[src/rtl/sys_reset_ctrl_mc.sv]
// sys_reset_ctrl_mc: merges maskable reset requests and Hot-Spare-Boot into one
// minimum-width PCH system reset, records a sticky reset cause, and sequences
// the IO/PCIe reset channels off host platform reset. The channels are released
// in a staggered order, and FORCEPR is masked around each platform reset edge.
module sys_reset_ctrl_mc #(
  parameter int NUM_SRC                  = 4,
  parameter int NUM_IO                   = 4,
  parameter int MIN_PULSE_US             = 16,
  parameter int ASSERT_DLY_US            = 3,
  parameter int STAGGER_US               = 1,
  parameter int MAX_HSB_EVENTS_PER_RESET = 4,
  parameter int MAX_HSB_RST_ATTEMPT      = 1
) (
  input  logic               clk,
  input  logic               reset,
  input  logic               t1us,
  input  logic               st_steady_pwrok,
  input  logic               rt_critical_fail_store,
  input  logic [NUM_SRC-1:0] rst_req_n,
  input  logic [NUM_SRC-1:0] src_en,
  input  logic               glp_bootnext_n,
  input  logic               hsb_en,
  input  logic               plt_rst_n,
  input  logic [NUM_IO-1:0]  rst_pcie_n,
  input  logic [NUM_IO-1:0]  io_en,
  input  logic               rst_cause_clr,
  output logic               pal_sys_reset,
  output logic               pal_sys_reset_n,
  output logic [NUM_SRC:0]   rst_cause,
  output logic               hsb_fail_n,
  output logic [NUM_IO-1:0]  rst_io_n,
  output logic               forcepr_mask
);

  // Width large enough to hold the value 'lim' itself (at least one bit).
  function automatic int clogb2(input int lim);
    return (lim < 1) ? 1 : $clog2(lim + 1);
  endfunction

  localparam int EVT_W = clogb2(MAX_HSB_EVENTS_PER_RESET);
  localparam int ATT_W = clogb2(MAX_HSB_RST_ATTEMPT);
  localparam int PUL_W = clogb2(MIN_PULSE_US);
  localparam int DLY_W = clogb2(ASSERT_DLY_US);
  localparam int STG_W = clogb2((NUM_IO - 1) * STAGGER_US);

  localparam logic [EVT_W-1:0] EVT_LAST = EVT_W'(MAX_HSB_EVENTS_PER_RESET - 1);
  localparam logic [ATT_W-1:0] ATT_MAX  = ATT_W'(MAX_HSB_RST_ATTEMPT);
  localparam logic [PUL_W-1:0] PUL_LAST = PUL_W'(MIN_PULSE_US - 1);
  localparam logic [DLY_W-1:0] DLY_LAST = DLY_W'(ASSERT_DLY_US - 1);
  localparam logic [STG_W-1:0] STG_LAST = STG_W'((NUM_IO - 1) * STAGGER_US);

  // Channels whose release time (k * STAGGER_US ticks) has been reached by tick count t.
  function automatic logic [NUM_IO-1:0] rel_due(input logic [STG_W-1:0] t);
    logic [NUM_IO-1:0] r;
    r = '0;
    for (int k = 0; k < NUM_IO; k++) r[k] = (int'(t) >= k * STAGGER_US);
    return r;
  endfunction

  // ---------------------------------------------------------------------------
  // Hot-Spare-Boot: count BOOTNEXT falls, fire one forced reset per batch.
  // ---------------------------------------------------------------------------
  logic             boot_q;
  logic [EVT_W-1:0] evt_q, evt_d;
  logic [ATT_W-1:0] att_q, att_d;
  logic             hsb_fail_n_q, hsb_fail_n_d;
  logic             boot_fall, evt_clr, att_clr, hsb_req;

  assign boot_fall = boot_q & ~glp_bootnext_n;
  assign evt_clr   = ~hsb_en | ~st_steady_pwrok | ~plt_rst_n;
  assign att_clr   = ~hsb_en | ~st_steady_pwrok;
  // The request fires on the same clock as the fall that completes the batch.
  assign hsb_req   = boot_fall & ~evt_clr & (evt_q == EVT_LAST);

  // Event and attempt counters; both saturate, neither wraps.
  always_comb begin
    evt_d = evt_q;
    if (evt_clr || hsb_req)                 evt_d = '0;
    else if (boot_fall && evt_q != EVT_LAST) evt_d = evt_q + EVT_W'(1);

    att_d = att_q;
    if (att_clr)                           att_d = '0;
    else if (hsb_req && att_q != ATT_MAX)  att_d = att_q + ATT_W'(1);

    hsb_fail_n_d = (att_d < ATT_MAX);
  end

  // HSB state registers.
  always_ff @(posedge clk) begin
    if (reset) begin
      boot_q       <= 1'b1;
      evt_q        <= '0;
      att_q        <= '0;
      hsb_fail_n_q <= 1'b1;
    end else begin
      boot_q       <= glp_bootnext_n;
      evt_q        <= evt_d;
      att_q        <= att_d;
      hsb_fail_n_q <= hsb_fail_n_d;
    end
  end

  // ---------------------------------------------------------------------------
  // System reset: minimum-width pulse, stretched while any request persists.
  // ---------------------------------------------------------------------------
  typedef enum logic [1:0] {S_IDLE, S_PULSE, S_HOLD} sys_st_t;

  sys_st_t          sys_q, sys_d;
  logic [PUL_W-1:0] pul_q, pul_d;
  logic             pal_q;
  logic [NUM_SRC:0] cause_q, cause_d;
  logic [NUM_SRC-1:0] act_src;
  logic             req, cause_set;

  assign act_src = ~rst_req_n & src_en;
  assign req     = st_steady_pwrok & ((|act_src) | hsb_req);

  // Next state for the pulse FSM; loss of power-OK drops the reset unconditionally.
  always_comb begin
    sys_d     = sys_q;
    pul_d     = pul_q;
    cause_set = 1'b0;
    unique case (sys_q)
      S_IDLE: begin
        if (req) begin
          sys_d     = S_PULSE;
          pul_d     = '0;
          cause_set = 1'b1;
        end
      end
      S_PULSE: begin
        if (t1us) begin
          if (pul_q == PUL_LAST) sys_d = S_HOLD;
          else                   pul_d = pul_q + PUL_W'(1);
        end
      end
      S_HOLD: begin
        if (!req) sys_d = S_IDLE;
      end
      default: sys_d = S_IDLE;
    endcase
    if (!st_steady_pwrok) begin
      sys_d     = S_IDLE;
      cause_set = 1'b0;
    end
  end

  // Cause bits: a clear in the same cycle as a new set drops only the old bits.
  always_comb begin
    cause_d = rst_cause_clr ? '0 : cause_q;
    if (cause_set) cause_d = cause_d | {hsb_req, act_src};
  end

  // Pulse FSM and cause registers; the cause survives power loss.
  always_ff @(posedge clk) begin
    if (reset) begin
      sys_q   <= S_IDLE;
      pul_q   <= '0;
      pal_q   <= 1'b0;
      cause_q <= '0;
    end else begin
      sys_q   <= sys_d;
      pul_q   <= pul_d;
      pal_q   <= (sys_d != S_IDLE);
      cause_q <= cause_d;
    end
  end

  // ---------------------------------------------------------------------------
  // IO reset sequencer: staggered release, FORCEPR mask window, delayed assert.
  // ---------------------------------------------------------------------------
  typedef enum logic [2:0] {IO_RST, IO_REL, IO_MASK, IO_RUN, IO_ADLY} io_st_t;

  io_st_t            io_q, io_d;
  logic [NUM_IO-1:0] rel_q, rel_d;
  logic [STG_W-1:0]  stg_q, stg_d;
  logic [DLY_W-1:0]  dly_q, dly_d;
  logic              mask_q, mask_d;
  logic [NUM_IO-1:0] io_n_q;

  // Next state for the IO sequencer; a fault or power loss forces immediate reset.
  always_comb begin
    io_d   = io_q;
    rel_d  = rel_q;
    stg_d  = stg_q;
    dly_d  = dly_q;
    mask_d = mask_q;
    unique case (io_q)
      IO_RST: begin
        rel_d  = '0;
        mask_d = 1'b1;
        if (plt_rst_n) begin
          io_d  = IO_REL;
          stg_d = '0;
          rel_d = rel_due('0);
        end
      end
      IO_REL: begin
        if (!plt_rst_n) begin
          io_d   = IO_ADLY;
          dly_d  = '0;
          mask_d = 1'b1;
        end else begin
          if (t1us && stg_q != STG_LAST) stg_d = stg_q + STG_W'(1);
          rel_d = rel_q | rel_due(stg_d);
          if (&rel_d) begin
            io_d  = IO_MASK;
            dly_d = '0;
          end
        end
      end
      IO_MASK: begin
        if (!plt_rst_n) begin
          io_d   = IO_ADLY;
          dly_d  = '0;
          mask_d = 1'b1;
        end else if (t1us) begin
          if (dly_q == DLY_LAST) begin
            io_d   = IO_RUN;
            mask_d = 1'b0;
          end else begin
            dly_d = dly_q + DLY_W'(1);
          end
        end
      end
      IO_RUN: begin
        if (!plt_rst_n) begin
          io_d   = IO_ADLY;
          dly_d  = '0;
          mask_d = 1'b1;
        end
      end
      IO_ADLY: begin
        // Runs to completion even if plt_rst_n returns, so no glitch release.
        mask_d = 1'b1;
        if (t1us) begin
          if (dly_q == DLY_LAST) begin
            io_d  = IO_RST;
            rel_d = '0;
          end else begin
            dly_d = dly_q + DLY_W'(1);
          end
        end
      end
      default: begin
        io_d   = IO_RST;
        rel_d  = '0;
        mask_d = 1'b1;
      end
    endcase
    if (rt_critical_fail_store || !st_steady_pwrok) begin
      io_d   = IO_RST;
      rel_d  = '0;
      mask_d = 1'b1;
    end
  end

  // IO sequencer registers; pin drivers come straight from flops.
  always_ff @(posedge clk) begin
    if (reset) begin
      io_q   <= IO_RST;
      rel_q  <= '0;
      stg_q  <= '0;
      dly_q  <= '0;
      mask_q <= 1'b1;
      io_n_q <= '0;
    end else begin
      io_q   <= io_d;
      rel_q  <= rel_d;
      stg_q  <= stg_d;
      dly_q  <= dly_d;
      mask_q <= mask_d;
      io_n_q <= rel_d & rst_pcie_n & io_en;
    end
  end

  assign pal_sys_reset   = pal_q;
  assign pal_sys_reset_n = ~pal_q;
  assign rst_cause       = cause_q;
  assign hsb_fail_n      = hsb_fail_n_q;
  assign rst_io_n        = io_n_q;
  assign forcepr_mask    = mask_q;

endmodule

[config.mk]
export PLATFORM = sky130hd
export DESIGN_NAME = sys_reset_ctrl_mc
export DESIGN_NICKNAME = d
export VERILOG_FILES = /design/src/rtl/sys_reset_ctrl_mc.sv
export SDC_FILE = /design/constraint.sdc
export NUM_CORES = 1
export LEC_CHECK = 0
export ABC_AREA = 1
export ABC_CLOCK_PERIOD_IN_PS = 1400
export CORE_AREA = 2 2 67 69
export DETAILED_ROUTE_END_ITERATION = 10
export DIE_AREA = 0 0 69 71
export GPL_ROUTABILITY_DRIVEN = 0
export GPL_TIMING_DRIVEN = 0
export MAX_ROUTING_LAYER = met4
export PLACE_DENSITY = 0.74
export REMOVE_ABC_BUFFERS = 1
export SYNTH_ARGS = -nofsm -noshare
export SYNTH_HDL_FRONTEND = slang
export SYNTH_SLANG_ARGS = --single-unit
export TNS_END_PERCENT = 50
[constraint.sdc]
create_clock -name clk -period 1.4 [get_ports clk]
set_input_delay 0.35 -clock clk [delete_from_list [all_inputs] [get_ports clk]]
set_output_delay 0.35 -clock clk [all_outputs]
set_load 0.03 [all_outputs]
==> results_dict.tcl, run 1 <==
set metrics [dict create \
    outcome "finished with violations" \
    violations "setup timing" \
    syn_area_mm2 0.00187 \
    crit_path_max_fanout 4 \
    dp_hpwl_um 2730 \
    synth_cell_type_count 34 \
    ys_async_sr_fraction 0 \
    synthCells 267 \
    nets 363 \
    hold_path.class "primary input to flip-flop" \
    area_growth_pct 51.4 \
    power_leakage_uw 0.00130 \
    cts_tree "built" \
    synth-edff-count 0 \
    synth.most_common_cell "nand2_1" \
    finalPower_uw 2180 \
    ys.flop_type "dfxtp_1" \
    die_h_um 71 \
    yosysSeqAreaShare 0.376 \
    postRouteAntennaNets 0 \
    r2r-start "pul_q[0]$_SDFFE_PP0P_" \
    grt_pass1_vias 1749 \
    setup_viol 9 \
    p_per_area_mw_per_mm2 773 \
    dr.pass1.iters 4 \
    syn_avg_cell_area_um2 6.99 \
    rsz0062_at_grt "yes" \
    h-tree-depth 2 \
    cts_buffer_depth 2 \
    numCtsBuffers 5 \
    clock_skew_ns 0.00584 \
    top_level_ports 38 \
    min_to "boot_q$_SDFF_PP1_" \
    cp.arrival_ns 1.69 \
    synth_seq_cells 35 \
    worstHoldStart "glp_bootnext_n" \
    wl_um 4770 \
    finalHoldViolCount 0 \
    end_kind "flip-flop" \
    initial_utilization 0.444 \
    track_usage 0.189 \
    cts-root-buf "clkbuf_8" \
    clk_pin_slew_worst_paths_ns 0.07 \
    die_width_um 69 \
    timing.final.crit_share 1.08 \
    grt-ovfl-total 0 \
    hold_ws_ns 0.319 \
    maxSlewHeadroom 0.750 \
    maxCapViolCount 0 \
    r2r_setup_slack_ns -0.11 \
    yosysTopAreaCellShare 0.376 \
    holdPathStages 2 \
    port_buffers 37 \
    fill_cells 342 \
    antenna-diode-count 0 \
    clk_latency_ns 0.29 \
    drc 0 \
    dieArea_mm2 0.00490 \
    max_freq_mhz 663 \
    yosys-top-cells-count "58 x nand2_1, 42 x inv_1, 39 x nor2_1" \
    worst-setup-path-type "flip-flop to flip-flop" \
    drv_slew 0 \
    cp-start-kind "flip-flop" \
    clock-sinks 35 \
    worst_ep_required_time_ns 1.59 \
    vias 1891 \
    wire_per_inst_um 12.4 \
    yosys_warnings 0 \
    drive_gt1_frac 0.386 \
    grt_max_degree 12 \
    reg2regPathDepth 8 \
    yosys-top-cells-area "dfxtp_1 38%, nand2_1 12%, inv_1 8.5%" \
    period_needed_ns 1.51 \
    worst_slack_ns -0.108 \
    yosys.area.top_type "dfxtp_1" \
    drtIter0Drc 83 \
    rows 24 \
    ir_worst_vdd_v 0.000601 \
    grt_pass1_wl_um 7290 \
    core_mm2 0.00420 \
    worst_slew_pin_slew_ns 0.375 \
    via_per_inst 4.92 \
    antenna_found_initial 0 \
    worstReg2RegEnd "pul_q[2]$_SDFFE_PP0P_" \
]
==> how the worst max path moves through the flow <==
| stage | endpoint | depth (start not counted) | slack, ns | startpoint |
|---|---|---|---|---|
| 2_1_floorplan | pul_q[2]$_SDFFE_PP0P_ | 8 | -0.13 | pul_q[0]$_SDFFE_PP0P_ |
| 3_3_place_gp | pul_q[1]$_SDFFE_PP0P_ | 10 | -0.69 | plt_rst_n |
| 3_5_place_dp | pul_q[0]$_SDFFE_PP0P_ | 10 | -0.70 | plt_rst_n |
| 4_1_cts | pul_q[2]$_SDFFE_PP0P_ | 8 | -0.11 | pul_q[0]$_SDFFE_PP0P_ |
| 5_1_grt | pul_q[0]$_SDFFE_PP0P_ | 9 | -0.19 | pul_q[0]$_SDFFE_PP0P_ |
| 6_report | pul_q[2]$_SDFFE_PP0P_ | 8 | -0.11 | pul_q[0]$_SDFFE_PP0P_ |
==> registers in the layout, summed over array words and instances (netlist names) <==
register,count
pul_q,5
rst_cause,5
rel_q,4
rst_io_n,4
evt_q,3
io_q,3
dly_q,2
stg_q,2
sys_q,2
att_q,1
boot_q,1
forcepr_mask,1
hsb_fail_n,1
pal_sys_reset,1
==> layout make-up <==
class | count | area [um2] | share of cell area
clock inverter | 1 | 5.00 | 0.00177
timing repair buffer | 61 | 532 | 0.188
inverter | 47 | 183 | 0.0647
multi-input combinational | 181 | 1240 | 0.440
clock buffer | 7 | 76.3 | 0.0270
sequential | 35 | 722 | 0.256
tap | 52 | 65.1 | 0.0230
==> metrics by stage <==
| stage | utilization | cell area [um2] | TNS [ns] | cells | worst slack, ns |
|---|---|---|---|---|---|
| 5_1_grt | 0.672 | 2830 | -1.66 | 384 | -0.193 |
| 6_report | 0.672 | 2830 | -0.434 | 384 | -0.108 |
| 4_1_cts | 0.619 | 2600 | -0.349 | 376 | -0.109 |
| 2_1_floorplan | - | 1830 | -0.211 | 262 | -0.131 |
| 3_5_place_dp | 0.539 | 2260 | -16.66 | 351 | -0.700 |
| 3_3_place_gp | 0.539 | 2260 | -16.14 | 351 | -0.685 |
==> report_power, final <==
part           switching (uW)  total, uW  internal, uW
combinational             227        432           205
clock                     360        709           349
sequential               23.0       1040          1020
total                     610       2180          1570
==> logic make-up after synthesis <==
group	synth area share
compound gates	0.0838
buf+inv	0.114
fa+ha+maj	0.0469
simple gates	0.358
flops	0.376
xor+xnor	0.00939
mux	0.0121
==> timing repair <==
action | CTS | global route
setup endpoints to repair | 43 | 29
gates cloned | 1 | 0
hold buffers | 0 | 0
pin swaps | 20 | 30
gates resized for setup | 68 | 59
setup buffers | 16 | 8
==> worst max-delay path: stages, from the launching register on <==
cell and delay, ns:
dfxtp_2 0.34, ha_4 0.17, nand2_4 0.06, nor2_2 0.03
ha_2 0.16, nand3b_1 0.26, or2_4 0.29, nand3_2 0.06
a21oi_2 0.03
==> per-layer routing <==
layer / wire length [um] / global-route usage / vias to the layer above
li1: - / - / 960
met1: 1930 / 0.196 / 872
met2: 2510 / 0.326 / 48
met3: 231 / 0.0556 / 11
met4: 100 / 0.0959 / 0
met5: 0 / - / -
==> placed cells by master, fill, tap and decap left out, types with 5 or more instances in the layout <==
master	instances
nand3_4	7
nand3_2	6
buf_4	21
a21oi_2	7
clkbuf_8	5
nand2_2	22
nor2_2	8
clkdlybuf4s50_1	14
inv_2	8
dlygate4sd2_1	12
nand2_4	7
nor2_1	32
inv_1	37
dfxtp_1	24
nand3_1	10
dfxtp_2	8
clkdlybuf4s15_1	5
nand2_1	38
a21oi_1	9
Note: power is estimated with default switching activity, not from simulation.
==> run 2, diff against run 1 <==
Settings changed: ABC_CLOCK_PERIOD_IN_PS 1400 to 1950, CORE_AREA 2 2 67 69 to 2 2 62 64, DIE_AREA 0 0 69 71 to 0 0 64 66, PLACE_DENSITY 0.74 to 0.82.
Clock period 1.4 ns to 1.95 ns, I/O delays scaled along.
==> run 2 against run 1 <==
Global-route usage rose by 0.65 points. Sequential cell count did not move. Count of clock-buffer cells in the layout did not move. The flow now finishes without violations. Cell count fell by 7.6%. Critical endpoint is now pal_sys_reset. Clock skew fell by 0.0014 ns.
==> results_dict.tcl, run 2 (same netlist as run 1, synthesis figures left out) <==
set metrics [dict create \
    outcome "complete, no violations" \
    drive_gt1_frac 0.127 \
    finalHoldViolCount 0 \
    cts_tree "built" \
    drv_slew 0 \
    path_depth 1 \
    fill_cells 306 \
    p_per_area_mw_per_mm2 613 \
    worst_slew_pin_slew_ns 0.404 \
    cp-start-kind "flip-flop" \
    antenna-diode-count 0 \
    finalCoreUtilization 0.661 \
    dp_hpwl_um 2760 \
    clock_skew_ns 0.00444 \
    hold_path.class "flip-flop to flip-flop" \
    vias 1693 \
    highest_layer "met4" \
    top_level_ports 38 \
    worst_ep_required_time_ns 1.46 \
    initial_utilization 0.525 \
    area_growth_pct 25.8 \
    grt_pass1_vias 1609 \
    path_cells "clkdlybuf4s50_1" \
    grt_pass1_wl_um 6370 \
    track_usage 0.195 \
    cts-root-buf "clkbuf_4" \
    via_per_inst 4.77 \
    rsz0062_at_grt "no" \
    power_leakage_uw 0.00107 \
    crit_path_max_fanout 2 \
    max_freq_mhz 528 \
    clock-sinks 35 \
    slowest_delay_ns 0.68 \
    final_common_cell "nand2_1" \
    wl_um 3530 \
    wire_per_inst_um 9.95 \
    h-tree-depth 2 \
    final_cell_count_no_fill 355 \
    numCtsBuffers 5 \
    dr.pass1.iters 4 \
    die_h_um 66 \
    antenna_found_initial 0 \
    timing.critical_path.buf_inv 1 \
    port_buffers 37 \
    end_kind "primary output" \
    core_mm2 0.00355 \
    dieArea_mm2 0.00422 \
    rows 22 \
    grt-ovfl-total 0 \
    cp.arrival_ns 1.41 \
    setup_viol 0 \
    critPathTopFamily "buffers and inverters" \
    cpMaxStageDelayCell "clkdlybuf4s50_1" \
    maxSlewHeadroom 0.730 \
    clk_pin_slew_worst_paths_ns 0.11 \
    period_needed_ns 1.89 \
    drtIter0Drc 78 \
    final_cell_mix "58 x nand2_1, 41 x inv_1, 39 x nor2_1" \
    timing.final.crit_share 0.972 \
    reg2regPathDepth 8 \
    clk_latency_ns 0.34 \
    postRouteAntennaNets 0 \
    maxCapViolCount 0 \
    cts_buffer_depth 2 \
    ir_worst_vdd_v 0.000580 \
    holdPathStages 2 \
    die_width_um 64 \
    wl_met3_um 238 \
    drc 0 \
    worst-setup-path-type "flip-flop to primary output" \
    nets 338 \
    met2_length_um 1730 \
    dp.cells 347 \
    wl_met1_um 1540 \
    grt_max_degree 13 \
]
[run 2: cell count changes in the layout (fill, tap and decap cells not counted), sizes merged]
cell / change
dlygate4sd2: -12
clkinvlp: +1
nand3: -1
clkbuf: -4
clkdlybuf4s50: +22
clkdlybuf4s15: -5
buf: -24
dlymetal6s2s: -1
clkinv: -1
[run 2: path summary, 6_finish.rpt]
kind | slack [ns] | endpoint | start
setup / recovery | 0.06 | pal_sys_reset | pal_sys_reset$_SDFF_PP0_
hold / removal | 0.47 | evt_q[2]$_SDFFE_PP0P_ | evt_q[2]$_SDFFE_PP0P_
setup reg to reg | 0.23 | pul_q[2]$_SDFFE_PP0P_ | pul_q[0]$_SDFFE_PP0P_
hold reg to reg | 0.47 | evt_q[2]$_SDFFE_PP0P_ | evt_q[2]$_SDFFE_PP0P_
[run 2: what timing repair did]
action,CTS,global route
hold buffers,0,0
gates resized for setup,0,3
buffers inserted,0,0
setup endpoints to repair,0,5
endpoints found under the hold margin,0,0
[run 2: routing by layer]
| layer | vias up | GRT usage |
|---|---|---|
| li1 | 899 | - |
| met4 | 0 | 0.0598 |
| met5 | - | - |
| met3 | 4 | 0.0562 |
| met2 | 49 | 0.346 |
| met1 | 741 | 0.211 |
[run 2: layout make-up]
class,instances,area [um2],share of cell area
flip-flops and latches,35,701,0.299
clock buffers,7,65.1,0.0277
well taps,48,60.1,0.0256
clock inverters,1,7.51,0.00320
repair buffers,37,373,0.159
inverters,47,180,0.0768
multi-input cells,180,960,0.409
[run 2: report_power, final]
part	total, uW	internal [uW]	switching (uW)
registers	749	733	15.4
clock network	460	211	250
logic	228	108	120
total	1440	1050	385
[run 2: per-stage QoR]
| step | total power [uW] | hold WS [ns] | setup slack [ns] | area [um2] | TNS [ns] |
|---|---|---|---|---|---|
| 6_report | 1440 | 0.468 | 0.0551 | 2350 | 0 |
| 5_1_grt | 1530 | 0.486 | 0.00746 | 2350 | 0 |
| 4_1_cts | 1450 | 0.474 | 0.0582 | 2330 | 0 |
| 3_5_place_dp | 990 | 0.456 | -0.288 | 2260 | -3.39 |
| 3_3_place_gp | 986 | 0.451 | -0.281 | 2260 | -3.29 |
| 2_1_floorplan | 898 | 0.441 | 0.419 | 1830 | 0 |
==> run 3, diff against run 2 <==
Settings changed: CAP_MARGIN from default to 25, CORE_AREA 2 2 62 64 to 2 2 59 61, DIE_AREA 0 0 64 66 to 0 0 61 63, DONT_BUFFER_PORTS from default to 1, PLACE_DENSITY 0.82 to 0.81.
==> run 3 against run 2 <==
Clock power is 15% lower. Critical path depth is 7 higher. Via count is 11% lower. Register-to-register slack better by 0.02 ns. Maximum frequency is 11% higher. Sequential power is 1% higher. Clock skew is 0.0031 ns higher. Setup slack better by 0.19 ns. First-iteration DRC count is 38% higher. Power is 9.6% lower. Sequential share of layout area is 6.2 points higher. Die area is 9.0% lower. Largest power group unchanged. Highest routed layer unchanged.
==> results_dict.tcl, run 3 (same netlist as run 1, synthesis figures left out) <==
set metrics [dict create \
    post_cts.repair.setup_buffers 0 \
    ir_worst_vdd_v 0.000422 \
    finalHoldViolCount 0 \
    dieArea_mm2 0.00384 \
    r2r-start "pul_q[0]$_SDFFE_PP0P_" \
    worst_ep_required_time_ns 2.19 \
    clock_skew_ns 0.00749 \
    numCtsBuffers 5 \
    grt-ovfl-total 0 \
    final_cell_count_no_fill 315 \
    drive_gt1_frac 0.138 \
    area_growth_pct 4.16 \
    drv_slew 0 \
    period_needed_ns 1.70 \
    power_leakage_uw 0.000916 \
    p_per_area_mw_per_mm2 669 \
    grt_max_degree 13 \
    crit_path_max_fanout 6 \
    cp-start-kind "flip-flop" \
    finalCoreUtilization 0.601 \
    dr.pass1.iters 4 \
    top_level_ports 38 \
    timing.final.crit_share 0.873 \
    min_to "pul_q[3]$_SDFFE_PP0P_" \
    tns_ns 0 \
    clk_latency_ns 0.33 \
    wire_per_inst_um 10.0 \
    worstHoldStart "reset" \
    cts_tree "built" \
    worstReg2RegEnd "pul_q[2]$_SDFFE_PP0P_" \
    clk_pin_slew_worst_paths_ns 0.10 \
    nets 301 \
    hold_buffers 0 \
    worst_slack_ns 0.248 \
    drc 0 \
    end_kind "flip-flop" \
    drtIter0Drc 108 \
    worst-setup-path-type "flip-flop to flip-flop" \
    track_usage 0.186 \
    grt_pass1_wl_um 5290 \
    grt_pass1_vias 1289 \
    port_buffers 0 \
    via_per_inst 4.78 \
    core_mm2 0.00323 \
    antenna-diode-count 0 \
    final_common_cell "nand2_1" \
    rows 21 \
    reg2regPathDepth 8 \
    fill_cells 307 \
    outcome "complete, no violations" \
    initial_utilization 0.577 \
    cp.arrival_ns 1.94 \
    r2r_setup_slack_ns 0.25 \
    worst_slew_pin_slew_ns 0.413 \
    wl_um 3160 \
    dp.cells 308 \
    cts-root-buf "clkbuf_4" \
    die_h_um 63 \
    dp_hpwl_um 2410 \
    h-tree-depth 2 \
    clock-sinks 35 \
    postRouteAntennaNets 0 \
    maxSlewHeadroom 0.725 \
    holdPathStages 1 \
    pre_cts_ws_ns 0.277 \
    die_width_um 61 \
    maxCapViolCount 0 \
    ctsResizeCount 0 \
    finalPower_uw 1300 \
    cts_buffer_depth 2 \
    hold_path.class "primary input to flip-flop" \
    max_freq_mhz 588 \
    rsz0062_at_grt "no" \
    setup_viol 0 \
    antenna_found_initial 0 \
    vias 1505 \
    final_cell_mix "58 x nand2_1, 42 x inv_1, 39 x nor2_1" \
]
[run 3: cell types whose count changed in the layout (fill, tap and decap cells not counted)]
cell	change
nand3_4	-1
clkdlybuf4s50_1	-36
clkinvlp_4	-2
clkinv_2	+1
inv_1	+1
dlymetal6s2s_1	-1
clkbuf_8	-1
nand3_2	+1
[run 3: metal layers]
metal	global-route usage	wire, um
met1	0.240	1470
met2	0.272	1450
met3	0.0580	197
met4	0.0652	46
met5	-	0
[run 3: how the worst max path moves through the flow]
stage	slack, ns	start	depth (start not counted)	to
after floorplan	0.42	pul_q[0]$_SDFFE_PP0P_	8	pul_q[2]$_SDFFE_PP0P_
after global placement	0.30	pul_q[0]$_SDFFE_PP0P_	8	pul_q[2]$_SDFFE_PP0P_
after detailed placement	0.28	pul_q[0]$_SDFFE_PP0P_	8	pul_q[2]$_SDFFE_PP0P_
after CTS	0.26	pul_q[0]$_SDFFE_PP0P_	8	pul_q[2]$_SDFFE_PP0P_
after global routing	0.12	pul_q[0]$_SDFFE_PP0P_	8	pul_q[2]$_SDFFE_PP0P_
final	0.25	pul_q[0]$_SDFFE_PP0P_	8	pul_q[2]$_SDFFE_PP0P_
[run 3: final cells by class]
cell class / count / area (um2) / share of cell area
Multi-Input combinational cell: 180 / 952 / 0.490
Sequential cell: 35 / 701 / 0.361
Inverter: 47 / 176 / 0.0908
Tap cell: 46 / 57.6 / 0.0296
Clock buffer: 6 / 51.3 / 0.0264
Clock inverter: 1 / 5.00 / 0.00258
[run 3: critical path, cell delays in order, from the launching register on]
cell      delay (ns)
dfxtp_1         0.35
ha_1            0.21
nand2_1         0.08
nor2_1          0.05
ha_1            0.18
nand3b_1        0.27
or2_2           0.33
nand3_1         0.08
a21oi_1         0.05
[run 3: metrics by stage]
| stage | instance area [um2] | hold slack, ns |
|---|---|---|
| after floorplan | 1830 | 0.441 |
| after global placement | 1890 | 0.456 |
| after detailed placement | 1890 | 0.461 |
| after CTS | 1940 | 0.190 |
| after global routing | 1940 | 0.177 |
| final | 1940 | 0.205 |
[run 3: where the power goes]
part / switching (uW) / internal, uW / total [uW] / leakage [uW]
Sequential: 23.8 / 733 / 757 / 0.000284
Clock: 224 / 167 / 391 / 0.0000341
Combinational: 93.2 / 58.1 / 151 / 0.000598
